File: config.mk
export PLATFORM = sky130hd
export DESIGN_NAME = spi_master_ctrl
export DESIGN_NICKNAME = d
export VERILOG_FILES = /design/src/rtl/spi_master_ctrl.sv
export SDC_FILE = /design/constraint.sdc
export NUM_CORES = 1
export LEC_CHECK = 0
export CAP_MARGIN = 40
export CORE_MARGIN = 1.5
export CORE_UTILIZATION = 46
export DETAILED_ROUTE_END_ITERATION = 6
export GPL_ROUTABILITY_DRIVEN = 0
export PLACE_DENSITY = 0.74
export SLEW_MARGIN = 20
export SYNTH_ARGS = -nofsm -noshare
export SYNTH_HDL_FRONTEND = slang
export SYNTH_SLANG_ARGS = --single-unit
File: constraint.sdc
create_clock -name clkIn -period 1.5 [get_ports clkIn]
set_input_delay 0.15 -clock clkIn [delete_from_list [all_inputs] [get_ports clkIn]]
set_output_delay 0.15 -clock clkIn [all_outputs]
set_load 0.05 [all_outputs]
File: src/rtl/spi_master_ctrl.sv
// spi_master_ctrl
//   Sequences one SPI word transfer: asserts chip select, waits a setup time,
//   enables an external SCLK generator, shifts DATA_WIDTH bits MSB first on
//   the edge pulses that generator reports, waits a hold time, releases chip
//   select and pulses doneOut with the received word.
//
// Ports
//   clkIn              system clock (only clock)
//   rstIn              synchronous active-high reset
//   startIn            transfer request, only looked at in IDLE
//   txDataIn           word to send, captured when startIn is accepted
//   risingEdgePulseIn  one-cycle pulse per SCLK rising edge
//   fallingEdgePulseIn one-cycle pulse per SCLK falling edge
//   misoIn             serial receive data
//   sclkEnOut          enable for the SCLK generator
//   csnOut             active-low chip select
//   mosiOut            serial transmit data (0 whenever csnOut=1)
//   rxDataOut          last received word, updated with doneOut
//   busyOut            high in every state except IDLE
//   doneOut            one-cycle completion pulse
//   dbg_state_out      current FSM state encoding (0 = IDLE)
//
// Request handshake: startIn acts as "valid" and busyOut=0 as "ready"; a
// request is accepted on a clock edge where startIn=1 and the FSM is in IDLE.
// Requests while busy are dropped, never queued.
module spi_master_ctrl #(
  parameter int unsigned DATA_WIDTH      = 8,
  parameter logic        CPOL            = 1'b0,
  parameter logic        CPHA            = 1'b0,
  parameter int unsigned CS_SETUP_CYCLES = 4,
  parameter int unsigned CS_HOLD_CYCLES  = 4
) (
  input  logic                  clkIn,
  input  logic                  rstIn,
  input  logic                  startIn,
  input  logic [DATA_WIDTH-1:0] txDataIn,
  input  logic                  risingEdgePulseIn,
  input  logic                  fallingEdgePulseIn,
  input  logic                  misoIn,
  output logic                  sclkEnOut,
  output logic                  csnOut,
  output logic                  mosiOut,
  output logic [DATA_WIDTH-1:0] rxDataOut,
  output logic                  busyOut,
  output logic                  doneOut,
  output logic [2:0]            dbg_state_out
);

  typedef enum logic [2:0] {
    ST_IDLE     = 3'd0,
    ST_CS_SETUP = 3'd1,
    ST_TRANSFER = 3'd2,
    ST_CS_HOLD  = 3'd3,
    ST_DONE     = 3'd4
  } state_e;

  localparam int unsigned CNT_MAX = (CS_SETUP_CYCLES > CS_HOLD_CYCLES) ? CS_SETUP_CYCLES
                                                                       : CS_HOLD_CYCLES;
  localparam int unsigned CW = $clog2(CNT_MAX + 1);
  localparam int unsigned BW = $clog2(DATA_WIDTH);
  localparam logic [CW-1:0] SETUP_LAST = CW'(CS_SETUP_CYCLES - 1);
  localparam logic [CW-1:0] HOLD_LAST  = CW'(CS_HOLD_CYCLES - 1);
  localparam logic [BW-1:0] BIT_LAST   = BW'(DATA_WIDTH - 1);

  state_e                state_q, state_d;
  logic [CW-1:0]         cnt_q, cnt_d;
  logic [BW-1:0]         bit_cnt_q, bit_cnt_d;
  logic [DATA_WIDTH-1:0] tx_sr_q, tx_sr_d;
  logic [DATA_WIDTH-1:0] rx_sr_q, rx_sr_d;
  logic [DATA_WIDTH-1:0] rx_data_q, rx_data_d;
  logic                  csn_q, csn_d;
  logic                  sclk_en_q, sclk_en_d;
  logic                  mosi_q, mosi_d;
  logic                  busy_q, busy_d;
  logic                  done_q, done_d;

  // Leading edge is the first edge away from the SCLK idle level.
  logic lead_edge, trail_edge;
  assign lead_edge  = CPOL ? fallingEdgePulseIn : risingEdgePulseIn;
  assign trail_edge = CPOL ? risingEdgePulseIn  : fallingEdgePulseIn;

  always_comb begin
    state_d   = state_q;
    cnt_d     = cnt_q;
    bit_cnt_d = bit_cnt_q;
    tx_sr_d   = tx_sr_q;
    rx_sr_d   = rx_sr_q;
    rx_data_d = rx_data_q;
    sclk_en_d = sclk_en_q;
    mosi_d    = mosi_q;
    done_d    = 1'b0;

    case (state_q)
      ST_IDLE: begin
        if (startIn) begin
          state_d   = ST_CS_SETUP;
          tx_sr_d   = txDataIn;
          rx_sr_d   = '0;
          bit_cnt_d = '0;
          cnt_d     = '0;
          // CPHA=0 slaves sample on the very first edge, so the MSB must be
          // on the line for the whole setup time. CPHA=1 drives it on the
          // first leading edge instead.
          mosi_d    = CPHA ? 1'b0 : txDataIn[DATA_WIDTH-1];
        end
      end

      ST_CS_SETUP: begin
        if (cnt_q == SETUP_LAST) begin
          state_d   = ST_TRANSFER;
          sclk_en_d = 1'b1;
        end else begin
          cnt_d = cnt_q + CW'(1);
        end
      end

      ST_TRANSFER: begin
        // Leading edge has priority; a simultaneous trailing pulse is dropped.
        if (lead_edge) begin
          if (CPHA) begin
            mosi_d  = tx_sr_q[DATA_WIDTH-1];
            tx_sr_d = {tx_sr_q[DATA_WIDTH-2:0], 1'b0};
          end else begin
            rx_sr_d = {rx_sr_q[DATA_WIDTH-2:0], misoIn};
          end
        end else if (trail_edge) begin
          bit_cnt_d = bit_cnt_q + BW'(1);
          if (CPHA) begin
            rx_sr_d = {rx_sr_q[DATA_WIDTH-2:0], misoIn};
          end else begin
            mosi_d  = tx_sr_q[DATA_WIDTH-2];
            tx_sr_d = {tx_sr_q[DATA_WIDTH-2:0], 1'b0};
          end
          // Stopping on a trailing edge leaves SCLK at its idle level.
          if (bit_cnt_q == BIT_LAST) begin
            state_d   = ST_CS_HOLD;
            sclk_en_d = 1'b0;
            cnt_d     = '0;
          end
        end
      end

      ST_CS_HOLD: begin
        if (cnt_q == HOLD_LAST) begin
          state_d   = ST_DONE;
          done_d    = 1'b1;
          rx_data_d = rx_sr_q;
          mosi_d    = 1'b0;
        end else begin
          cnt_d = cnt_q + CW'(1);
        end
      end

      ST_DONE: state_d = ST_IDLE;

      default: state_d = ST_IDLE;
    endcase

    // Chip select and busy are registered copies of the next state decode.
    csn_d  = (state_d == ST_IDLE) || (state_d == ST_DONE);
    busy_d = (state_d != ST_IDLE);
  end

  always_ff @(posedge clkIn) begin
    if (rstIn) begin
      state_q   <= ST_IDLE;
      cnt_q     <= '0;
      bit_cnt_q <= '0;
      tx_sr_q   <= '0;
      rx_sr_q   <= '0;
      rx_data_q <= '0;
      csn_q     <= 1'b1;
      sclk_en_q <= 1'b0;
      mosi_q    <= 1'b0;
      busy_q    <= 1'b0;
      done_q    <= 1'b0;
    end else begin
      state_q   <= state_d;
      cnt_q     <= cnt_d;
      bit_cnt_q <= bit_cnt_d;
      tx_sr_q   <= tx_sr_d;
      rx_sr_q   <= rx_sr_d;
      rx_data_q <= rx_data_d;
      csn_q     <= csn_d;
      sclk_en_q <= sclk_en_d;
      mosi_q    <= mosi_d;
      busy_q    <= busy_d;
      done_q    <= done_d;
    end
  end

  assign sclkEnOut     = sclk_en_q;
  assign csnOut        = csn_q;
  assign mosiOut       = mosi_q;
  assign rxDataOut     = rx_data_q;
  assign busyOut       = busy_q;
  assign doneOut       = done_q;
  assign dbg_state_out = state_q;

endmodule
==> results.sh <==
export IMPL_ys_ff_latch=37
export IMPL_vias=1416
export IMPL_first_iter_violations=58
export IMPL_synth_edf_count=0
export IMPL_syn_cell_area_sq_mm=0.00162
export IMPL_io_pins=30
export IMPL_groute_usage_overall_pct=19.7
export IMPL_firstDrtPassIters=4
export IMPL_routed_wl_um=3560
export IMPL_layoutNonFillerInstCount=263
export IMPL_relSlewSlack_pct=76.5
export IMPL_p_sw_w=0.000468
export IMPL_end_kind="register"
export IMPL_cap_violations=0
export IMPL_peakVddDrop_uv=538
export IMPL_n_antenna_cell=0
export IMPL_dp_hpwl_um=2510
export IMPL_cp_top_family="simple AND/OR/NAND/NOR gates"
export IMPL_grt_pass1_vias=1360
export IMPL_insertion_delay_ns=0.34
export IMPL_swShare_pct=25.8
export IMPL_status="complete, no violations"
export IMPL_synthMuxAreaShare_pct=4.93
export IMPL_crit_path_frequent_cell="ha_4"
export IMPL_fp_dieArea_sq_mm=0.00389
export IMPL_cts_max_path_buffers=2
export IMPL_critPathBufInv=0
export IMPL_powerDensity_mw_per_mm2=860
export IMPL_antenna_left=0
export IMPL_syn_area_per_cell_sq_um=9.02
export IMPL_grt_pass1_wl_um=6100
export IMPL_setup_viol=0
export IMPL_post_route_min_period_ns=1.49
export IMPL_synthCells=180
export IMPL_utilization_pct=62.7
export IMPL_comb_power_share_pct=12.8
export IMPL_vias_per_cell=5.38
export IMPL_yosysSeqAreaShare_pct=45.6
export IMPL_internal_power_w=0.00135
export IMPL_initial_utilization_pct=48.3
export IMPL_synth_top_family_by_area="simple AND/OR/NAND/NOR gates"
export IMPL_antenna_found_initial=0
export IMPL_slowest_delay_ns=0.35
export IMPL_drcViolationCount=0
export IMPL_final_setup_skew_ns=0.00901
export IMPL_p_leak_nw=0.796
export IMPL_post_synth_xor_area_fraction_pct=0.540
export IMPL_yosys_area_share_simple_pct=23.7
export IMPL_place_worst_setup_slack_ns=-0.0466
export IMPL_syn_nets=198
export IMPL_gr_total_overflow=0
export IMPL_yosys_warnings=0
export IMPL_drv_slew=0
export IMPL_path_max_fanout=3
export IMPL_tns_ns=0
export IMPL_core_region_area_sq_mm=0.00336
export IMPL_critical_path_slowest_cell="dfxtp_2"
export IMPL_grt_start_max_net_pins=20
export IMPL_port_buffers=29
export IMPL_fillers=317
export IMPL_synth_top_flop_cell="dfxtp_1"
export IMPL_synthToLayoutAreaGrowth_pct=30.0
export IMPL_timing_final_crit_share_pct=99.1
export IMPL_cp_cell_sequence="ha_4 -> ha_4 -> and4b_1 -> nor3_2 -> a211o_1 -> mux2i_1"
export IMPL_fin_ws_ns=0.0132
export IMPL_hold_viol=0
export IMPL_crit_required_ns=1.76
export IMPL_cts_buffers=5
export IMPL_power_frac_clock_pct=30.7
export IMPL_synthAdderAreaFrac_pct=3.08
export IMPL_synth_compound_area_share_pct=16.3
export IMPL_synth_distinct_cells=37
export IMPL_worstHoldPathType="input port to register"
export IMPL_row_count=21
export IMPL_die_w_um=62.4
export IMPL_cts_root_buf="clkbuf_4"
export IMPL_htreeDepth=2
export IMPL_worst_slew_pin_slew_ns=0.352
export IMPL_crit_arrival_ns=1.75
export IMPL_async_flop_share_pct=0
export IMPL_drive_above_1_share_pct=26.3
export IMPL_seqPwrFrac_pct=56.4
export IMPL_postCtsHoldBufs=0
export IMPL_nNetsFinal=234
export IMPL_cts_sinks=37
export IMPL_clk_transition_reported_paths_ns=0.11
export IMPL_cts_tree="yes"
export IMPL_dp_cells=254
export IMPL_critPathKind="register to register"
export IMPL_rsz0062_at_grt="true"
export IMPL_routedWlPerCell_um=13.5
export IMPL_fmax_mhz=673
export IMPL_start_kind="register"
export IMPL_die_h_um=62.4
export IMPL_mostFrequentLayoutCells="nand2_1, dfxtp_1, buf_4, a21oi_1, clkdlybuf4s50_1"
## path summary, 6_finish.rpt
kind                                                 from                        end  slack [ns]  cells after the start
worst max-delay path            bit_cnt_q[0]$_SDFFE_PP0P_      cnt_q[1]$_SDFFE_PP0P_        0.01                      6
worst min-delay path                               misoIn    rx_sr_q[0]$_SDFFE_PP0P_        0.39                      3
worst max register to register  bit_cnt_q[0]$_SDFFE_PP0P_      cnt_q[1]$_SDFFE_PP0P_        0.01                      6
worst min register to register  rxDataOut[1]$_SDFFE_PP0P_  rxDataOut[1]$_SDFFE_PP0P_        0.46                      2
## through the flow
| step | hold slack, ns | area [sq um] | power (W) |
|---|---|---|---|
| after floorplan | 0.304 | 1630 | 0.00118 |
| after global placement | 0.443 | 1990 | 0.00127 |
| after detailed placement | 0.448 | 1990 | 0.00128 |
| after CTS | 0.384 | 2080 | 0.00183 |
| after global routing | 0.396 | 2110 | 0.00190 |
| final | 0.393 | 2110 | 0.00181 |
## layer usage
metal / share of wire (%) / vias to the layer above / routed length [um] / track usage (%)
met1: 45 / 674 / 1590 / 25.1
li1: - / 707 / - / -
met2: 50 / 31 / 1770 / 32.6
met3: 3.9 / 4 / 138 / 4.68
met5: 0 / - / 0 / 0
met4: 1.5 / 0 / 53 / 6.94
## synth_stat cells (3+ instances only)
cell type | number | area [sq um]
a211oi_1 | 6 | 45.0
a21oi_1 | 20 | 100
and2_1 | 3 | 18.8
buf_2 | 4 | 20.0
buf_6 | 3 | 33.8
clkbuf_1 | 5 | 18.8
dfxtp_1 | 37 | 741
ha_1 | 4 | 50.1
mux2i_1 | 8 | 80.1
nand2_1 | 30 | 113
nand2b_1 | 3 | 18.8
nand3_1 | 4 | 20.0
nand4_1 | 8 | 50.1
nor2_1 | 12 | 45.0
nor3_1 | 4 | 20.0
## flip-flops by register name, summed over array words and instances (netlist names)
name           cells
busyOut            1
rx_sr_q            8
rxDataOut          8
mosiOut            1
cnt_q              3
csnOut             1
dbg_state_out      3
sclkEnOut          1
doneOut            1
bit_cnt_q          3
tx_sr_q            7
## logic make-up after synthesis
family	after synthesis
XOR/XNOR	1
adder cells (fa/ha/maj)	4
AND/OR/NAND/NOR	75
flip-flops	37
multiplexers	8
AO/OA/AOI/OAI	39
buffers and inverters	16
## worst register-to-register path, stage by stage, from the launching register on
cell and delay, ns:
dfxtp_2 0.35, ha_4 0.16, ha_4 0.14, and4b_1 0.19, nor3_2 0.19, a211o_1 0.19
mux2i_1 0.19
## final cells by class
| type | count | area [sq um] | share of cell area [%] |
|---|---|---|---|
| Sequential cell | 37 | 749 | 35.5 |
| Clock buffer | 6 | 51.3 | 2.43 |
| Timing Repair Buffer | 43 | 405 | 19.2 |
| Inverter | 2 | 7.51 | 0.356 |
| Clock inverter | 2 | 13.8 | 0.652 |
| Multi-Input combinational cell | 127 | 825 | 39.1 |
| Tap cell | 46 | 57.6 | 2.73 |
## power groups by stage
stage | sequential [W] | clock [W] | combinational [W]
after floorplan | 0.00107 | 0 | 0.000106
after global placement | 0.00104 | 0 | 0.000223
after detailed placement | 0.00105 | 0 | 0.000230
after CTS | 0.00102 | 0.000578 | 0.000232
after global routing | 0.00103 | 0.000622 | 0.000250
final | 0.00102 | 0.000558 | 0.000232
## repair_timing
item / in CTS / in global routing
endpoints found under the setup margin: 4 / 12
resized for setup: 6 / 7
pin swaps: 3 / 4
hold endpoints to repair: 0 / 0
buffers inserted: 1 / 0
(Power assumes the default switching activity.)
